==> src/rtl/gcd_defs_pkg.sv <==
// Shared definitions for the subtraction-based GCD controller: state encodings
// and the default operand width. Optional iteration counter: GCD_ITER_COUNT_EN.
package gcd_defs;
    localparam int GCD_WIDTH = 4;

    localparam logic [1:0] ST_IDLE = 2'd0;
    localparam logic [1:0] ST_CALC = 2'd1;
    localparam logic [1:0] ST_DONE = 2'd2;
endpackage

==> src/rtl/gcd_datapath.sv <==
// Operand registers, magnitude compare and the two subtractors used by the
// GCD controller; the controller decides when to load and when to step.
module gcd_datapath
    import gcd_defs::*;
#(
    parameter int WIDTH = GCD_WIDTH
) (
    input  logic             clk,
    input  logic             rst,
    input  logic             load,
    input  logic             step,
    input  logic [WIDTH-1:0] a_in,
    input  logic [WIDTH-1:0] b_in,
    output logic [WIDTH-1:0] a,
    output logic [WIDTH-1:0] b,
    output logic             eq,
    output logic             gt
);
    logic [WIDTH-1:0] a_minus_b;
    logic [WIDTH-1:0] b_minus_a;

    assign eq        = (a == b);
    assign gt        = (a > b);
    assign a_minus_b = a - b;
    assign b_minus_a = b - a;

    // Only the larger operand is reduced, so neither subtraction can wrap.
    always_ff @(posedge clk or posedge rst) begin
        if (rst) begin
            a <= '0;
            b <= '0;
        end else if (load) begin
            a <= a_in;
            b <= b_in;
        end else if (step) begin
            if (gt) begin
                a <= a_minus_b;
            end else begin
                b <= b_minus_a;
            end
        end
    end
endmodule

==> src/rtl/gcd_ctrl.sv <==
// Sequencing FSM for the subtraction GCD: IDLE -> CALC -> DONE -> IDLE.
// Define GCD_ITER_COUNT_EN to add the saturating iter_cnt subtraction counter.
module gcd_ctrl
    import gcd_defs::*;
#(
    parameter int WIDTH = GCD_WIDTH
) (
    input  logic             clk,
    input  logic             rst,
    input  logic             start,
    input  logic [WIDTH-1:0] a_in,
    input  logic [WIDTH-1:0] b_in,
    output logic             busy,
    output logic             done,
    output logic [WIDTH-1:0] result,
`ifdef GCD_ITER_COUNT_EN
    output logic [WIDTH-1:0] iter_cnt,
`endif
    output logic [1:0]       state_dbg
);
    // Handshake: start is a request taken only while busy=0 (IDLE); it is
    // dropped, not queued, otherwise. done is a single-cycle completion pulse
    // and result stays valid from done until the next accepted start.
    logic [1:0]       state;
    logic [1:0]       state_nxt;
    logic             load;
    logic             step;
    logic             zero_op;
    logic             eq;
    logic             gt;
    logic [WIDTH-1:0] a;
    logic [WIDTH-1:0] b;

    assign load    = (state == ST_IDLE) && start;
    assign step    = (state == ST_CALC) && !eq;
    assign zero_op = (a_in == '0) || (b_in == '0);

    gcd_datapath #(.WIDTH(WIDTH)) u_datapath (
        .clk  (clk),
        .rst  (rst),
        .load (load),
        .step (step),
        .a_in (a_in),
        .b_in (b_in),
        .a    (a),
        .b    (b),
        .eq   (eq),
        .gt   (gt)
    );

    always_comb begin
        state_nxt = state;
        case (state)
            ST_IDLE: if (start) state_nxt = zero_op ? ST_DONE : ST_CALC;
            ST_CALC: if (eq)    state_nxt = ST_DONE;
            ST_DONE:            state_nxt = ST_IDLE;
            default:            state_nxt = ST_IDLE;
        endcase
    end

    always_ff @(posedge clk or posedge rst) begin
        if (rst) begin
            state <= ST_IDLE;
        end else begin
            state <= state_nxt;
        end
    end

    // A zero operand short-circuits: gcd(x,0)=x and gcd(0,0)=0.
    always_ff @(posedge clk or posedge rst) begin
        if (rst) begin
            result <= '0;
        end else if (load && zero_op) begin
            result <= a_in | b_in;
        end else if ((state == ST_CALC) && eq) begin
            result <= a;
        end
    end

`ifdef GCD_ITER_COUNT_EN
    always_ff @(posedge clk or posedge rst) begin
        if (rst) begin
            iter_cnt <= '0;
        end else if (load) begin
            iter_cnt <= '0;
        end else if (step && (iter_cnt != '1)) begin
            iter_cnt <= iter_cnt + 1'b1;
        end
    end
`endif

    assign busy      = (state != ST_IDLE);
    assign done      = (state == ST_DONE);
    assign state_dbg = state;
endmodule

==> config.mk <==
export PLATFORM = sky130hd
export DESIGN_NAME = gcd_ctrl
export DESIGN_NICKNAME = d
export VERILOG_FILES = /design/src/rtl/gcd_defs_pkg.sv /design/src/rtl/gcd_datapath.sv /design/src/rtl/gcd_ctrl.sv
export SDC_FILE = /design/constraint.sdc
export NUM_CORES = 1
export LEC_CHECK = 0
export BUFFER_PORTS_ARGS = -buffer_cell sky130_fd_sc_hd__buf_2
export CORE_AREA = 2 2 46 48
export CTS_CLUSTER_DIAMETER = 150
export CTS_CLUSTER_SIZE = 20
export DETAILED_ROUTE_END_ITERATION = 6
export DIE_AREA = 0 0 48 50
export PLACE_DENSITY = 0.75
export SLEW_MARGIN = 10
export SYNTH_ARGS = -nofsm -noshare
export SYNTH_HDL_FRONTEND = slang
export SYNTH_SLANG_ARGS = --single-unit
==> constraint.sdc <==
create_clock -name clk -period 4.6 [get_ports clk]
set_clock_uncertainty 0.05 [all_clocks]
set_input_delay 0.46 -clock clk [delete_from_list [all_inputs] [get_ports clk]]
set_output_delay 0.46 -clock clk [all_outputs]
set_load 0.05 [all_outputs]
==> results of run 1 <==
==> cell families after synthesis <==
| family | Yosys count | share of synthesized area [%] |
|---|---|---|
| compound gates | 16 | 13.3 |
| xor+xnor | 3 | 2.59 |
| fa+ha+maj | 9 | 12.6 |
| buf+inv | 14 | 5.29 |
| flops | 14 | 34.5 |
| mux | 12 | 13.9 |
| simple gates | 31 | 17.9 |
==> final timing paths <==
check	startpoint	end	slack, ps	depth (start not counted)
hold / removal	rst	u_datapath.a[0]$_DFFE_PP0P_	140	2
setup reg to reg	u_datapath.a[0]$_DFFE_PP0P_	u_datapath.b[2]$_DFFE_PP0P_	2240	9
max in group asynchronous	rst	state_dbg[0]$_DFFE_PP0P_	3990	2
min in group clk	a_in[1]	u_datapath.a[1]$_DFFE_PP0P_	380	3
hold reg to reg	result[1]$_DFFE_PP0P_	result[1]$_DFFE_PP0P_	460	1
setup / recovery	u_datapath.a[0]$_DFFE_PP0P_	u_datapath.b[2]$_DFFE_PP0P_	2240	9
==> flip-flops by register name, indices dropped and copies added (netlist names) <==
| register | cells |
|---|---|
| u_datapath.b | 4 |
| state_dbg | 2 |
| u_datapath.a | 4 |
| result | 4 |
==> cell usage in the layout (no fill, tap or decap) <==
cell type	synthesis	routed
mux2_2	1	1
nor3_1	1	1
nor2b_1	2	2
clkbuf_4	0	3
nand3b_4	1	1
dfrtp_1	14	14
nand2_1	12	12
and4_4	1	1
a21oi_4	1	1
a21o_1	2	2
nand3_1	3	3
xor2_1	2	2
clkbuf_8	0	1
o211ai_1	4	4
nand2b_1	1	1
mux2_4	4	4
or4_4	1	1
buf_2	1	18
and2_1	1	1
nor2_1	5	5
a21oi_1	2	2
o41ai_4	1	1
o21ai_0	4	4
o21a_1	1	1
nor2_4	1	1
xnor2_1	1	1
inv_1	12	12
nand3b_1	1	1
fa_1	2	2
mux2i_1	7	7
or3b_4	1	1
ha_1	7	7
o311ai_0	1	1
==> routing by layer <==
layer,vias up,global-route usage (%),part of all wire [%]
met4,0,7.21,1.2
met1,382,31.1,47
met5,-,0,0
met2,31,31.6,47
met3,4,3.30,5.1
li1,379,-,-
==> area by class of cell <==
cell class / count / share of cell area (%)
multi-input combinational: 71 / 52.4
sequential: 14 / 30.0
timing repair buffer: 18 / 7.72
inverter: 12 / 3.86
clock buffer: 4 / 3.11
tap: 27 / 2.89
==> metrics by stage <==
step	util, %	instance area [um2]	setup slack (ps)
after floorplan	-	1020	2530
after global placement	59.5	1130	2320
after detailed placement	59.5	1130	2290
after CTS	61.4	1170	2260
after global routing	61.4	1170	2070
final	61.4	1170	2240
==> reports/metrics.yaml, run 1 <==
global_routing:
  grt.overflow.total: 0
  grt_first_pass_wirelength_um: 3690
  grt_max_degree: 15
  grt_use_total_pct: 21.4
  grt_pass1_vias: 810
  antenna_found_initial: 0
clock_tree:
  htreeDepth: 1
  hold_buffers: 0
  path_clk_slew_ps: 100
  cts_sinks: 14
  post-cts-setup-buffer-count: 0
  cts_tree: "yes"
  post_cts_resized: 0
  numCtsBuffers: 3
  cts_root_buf: "clkbuf_4"
  clockBufferDepth: 2
  clock_latency_ps: 290
synth:
  synth.cell_area_mm2: 0.00102
  synth_cells: 99
  yosys_warnings: 0
  yosysMostFrequentCell: "dfrtp_1"
  ys_types: 32
  synth.area.top_cells: "dfrtp_1 34%, ha_1 8.6%, mux2i_1 6.9%"
  syn_nets: 119
  synth_edf_count: 0
  ys.flop_type: "dfrtp_1"
  yosys.area.top_type: "dfrtp_1"
  yosysTopAreaCellShare_pct: 34.5
  avgSynthCellArea_um2: 10.3
  ys_seq_elements: 14
  yosysSeqAreaShare_pct: 34.5
  async_flop_share_pct: 100
  synth_common_cells: "14 x dfrtp_1, 12 x inv_1, 12 x nand2_1, 7 x ha_1, 7 x mux2i_1"
finish:
  drive_gt1_share_pct: 28.6
  n_antenna_cell: 0
  area_delta_synth_final_pct: 14.9
  area.sequential_um2: 350
  multi_input_area_um2: 612
  stdcell_count: 146
  n_fill_cell: 162
  nets: 140
setup_path:
  crit_top_cell: "inv_1"
  critPathMaxFanout: 7
  crit_buf_inv: 2
  crit_type: "flip-flop to flip-flop"
  crit_chain: "inv_1 > ha_1 > inv_1 > fa_1 > a21o_1 > a21oi_1 > nand2b_1 > mux2i_1 > o21ai_0"
  crit_path_top_delay_cell: "fa_1"
  endpoint_kind: "flip-flop"
  required_ps: 4720
  max_stage_delay_ps: 400
  crit_family: "adder cells"
  crit_path_start_kind: "flip-flop"
  crit_arrival_ps: 2480
routing:
  drt_pass1_iterations: 5
  avgViaCountPerCell: 5.45
  wl_per_cell_um: 15.0
  route.detailed.drc: 0
  ant_nets: 0
  vias: 796
  dr.first_iter.drc_count: 15
  routed_wl_um: 2190
timing:
  rsz0062_at_grt: "no"
  min_period_ps: 2360
  layout_worst_path_cycle_share_pct: 51.3
  setup_tns_ps: 0
  hold-worst-slack_ps: 143
  worst_pin_slew_ps: 546
  finalHoldViolations: 0
  timing.fmax_ghz: 0.424
  slew_headroom_pct: 63.5
  finalSetupViolCount: 0
  slew_violations: 0
place:
  portBuffers: 18
  place.gp.congestion: 0.938
  dp_cells: 142
  dp_hpwl_um: 1690
die:
  pin_count: 19
  dieArea_mm2: 0.00240
  rows: 16
  dieHeight_um: 50
  core-area_mm2: 0.00190
  start_util_pct: 53.4
  die_width_um: 48
job:
  cap_viol_max_count: 0
outcome:
  status: "finished clean"
min_path:
  worstHoldPathType: "input port to asynchronous set/reset pin"
Power of run 1 is not shown: default switching activity piles up to over one toggle a cycle in this logic, so the estimate is an artifact.
==> run 2: changes to the inputs <==
Settings changed: CORE_AREA 2 2 46 48 to 2 2 47 49, DIE_AREA 0 0 48 50 to 0 0 49 51, PLACE_DENSITY 0.75 to 0.72.
Clock period 4.6 ns to 2.33 ns, I/O delays scaled along.
==> run 2 against run 1 <==
Die area increased by 4.1%. Register-to-register slack got worse by 2100 ps. Clock-buffer cell count is the same. Wire length up 3.3%. Setup slack got worse by 2100 ps. Flip-flop and latch count is the same.
==> reports/metrics.yaml, run 2 (synthesis results as in run 1) <==
outcome:
  status: "finished clean"
clock_tree:
  cts_root_buf: "clkbuf_4"
  cts_tree: "yes"
  path_clk_slew_ps: 100
  numCtsBuffers: 3
  clock_latency_ps: 290
  htreeDepth: 1
  clockBufferDepth: 2
  cts_sinks: 14
timing:
  timing.fmax_ghz: 0.462
  rsz0062_at_grt: "no"
  min_period_ps: 2160
  setup_tns_ps: 0
  slew_headroom_pct: 61.6
  finalHoldViolations: 0
  hold-worst-slack_ps: 153
  slew_violations: 0
  worst_pin_slew_ps: 576
  layout_worst_path_cycle_share_pct: 92.9
  worst_slack_ps: 166
  finalSetupViolCount: 0
setup_path:
  crit_chain: "inv_1 > ha_1 > inv_1 > fa_1 > a21o_1 > a21oi_2 > nor2_4 > mux2i_1 > mux2_2"
  max_stage_delay_ps: 410
  required_ps: 2470
  endpoint_kind: "flip-flop"
  critPathMaxFanout: 6
  crit_type: "flip-flop to flip-flop"
  r2r_slack_ps: 170
  crit_start: "u_datapath.a[0]$_DFFE_PP0P_"
  crit_path_top_delay_cell: "fa_1"
  crit_top_cell: "inv_1"
  reg2reg_from: "u_datapath.a[0]$_DFFE_PP0P_"
  worstReg2RegEnd: "u_datapath.a[0]$_DFFE_PP0P_"
  crit_arrival_ps: 2300
  reg2reg_depth: 9
  crit_path_start_kind: "flip-flop"
  endpoint: "u_datapath.a[0]$_DFFE_PP0P_"
global_routing:
  grt.overflow.total: 0
  met3_usage_pct: 2.05
  grt_first_pass_wirelength_um: 3640
  antenna_found_initial: 0
  grt_pass1_vias: 771
  grt_use_total_pct: 20.1
  grt_max_degree: 15
  top_usage_layer: "met2"
  met1_usage_pct: 26.6
  grt_util_met2_pct: 33.1
routing:
  drt_pass1_iterations: 4
  route.detailed.drc: 0
  avgViaCountPerCell: 5.23
  vias: 789
  ant_nets: 0
  dr.first_iter.drc_count: 30
  routed_wl_um: 2270
  wl_per_cell_um: 15.0
finish:
  final_common_cell: "buf_2"
  multi_input_area_um2: 618
  drive_gt1_share_pct: 31.7
  area_delta_synth_final_pct: 18.8
  largest_registers: "result x4, u_datapath.a x4, u_datapath.b x4"
  n_fill_cell: 191
  n_antenna_cell: 0
  final_cell_mix: "18 x buf_2, 14 x dfrtp_1, 12 x nand2_1, 12 x inv_1"
  nets: 144
  area.sequential_um2: 350
die:
  dieArea_mm2: 0.00250
  rows: 17
  die_width_um: 49
  dieHeight_um: 51
  pin_count: 19
  core-area_mm2: 0.00206
  start_util_pct: 49.2
place:
  dp_slack_ps: 62.4
  portBuffers: 18
  dp_hpwl_um: 1870
  place.gp.congestion: 0.887
min_path:
  worstHoldPathType: "input port to flip-flop"
job:
  cap_viol_max_count: 0
## run 2: cell types whose count changed in the layout (fill, tap and decap cells not counted), sizes merged
cell         delta
buf             +3
dlygate4sd3     +1
## run 2: worst min-delay path by stage
stage,start,to,slack [ps],depth (start not counted)
6_report,a_in[1],u_datapath.a[1]$_DFFE_PP0P_,150,3
5_1_grt,a_in[0],u_datapath.a[0]$_DFFE_PP0P_,180,2
4_1_cts,a_in[3],u_datapath.a[3]$_DFFE_PP0P_,160,3
3_5_place_dp,rst,u_datapath.a[3]$_DFFE_PP0P_,270,2
3_3_place_gp,rst,result[2]$_DFFE_PP0P_,250,2
2_1_floorplan,rst,result[0]$_DFFE_PP0P_,70,1
## run 2: final cells by class
type / count / share of cell area (%)
Clock buffer: 4 / 3.01
Multi-Input combinational cell: 71 / 51.2
Inverter: 12 / 3.73
Tap cell: 28 / 2.90
Sequential cell: 14 / 29.0
Timing Repair Buffer: 22 / 10.2
## run 2: metal layers
| metal | share of wire, % | wire (um) | vias to the layer above |
|---|---|---|---|
| li1 | - | - | 387 |
| met1 | 46 | 1050 | 376 |
| met2 | 48 | 1080 | 22 |
| met3 | 4.1 | 94 | 4 |
| met4 | 2.0 | 46 | 0 |
| met5 | 0 | 0 | - |
## run 2: through the flow
stage | util (%) | std cells | area [um2]
global placement | 56.0 | 146 | 1150
floorplan | - | 99 | 1020
global route | 58.5 | 151 | 1210
detailed placement | 56.0 | 146 | 1150
CTS | 58.2 | 151 | 1200
finish | 58.5 | 151 | 1210
## run 2: repair_timing
| action | in CTS | in global routing |
|---|---|---|
| buffers inserted | 0 | 0 |
| endpoints found under the setup margin | 0 | 6 |
| resized for setup | 0 | 2 |
| endpoints found under the hold margin | 14 | 0 |
| hold buffers | 1 | 0 |
## run 2: critical path, delay by kind of cell (launching register included)
family	cells	cell delay [ps]
fa+ha+maj	2	580
compound gates	2	410
flops	1	400
mux	2	380
buf+inv	2	160
simple gates	1	90
Power of run 2 is left out for the same reason.
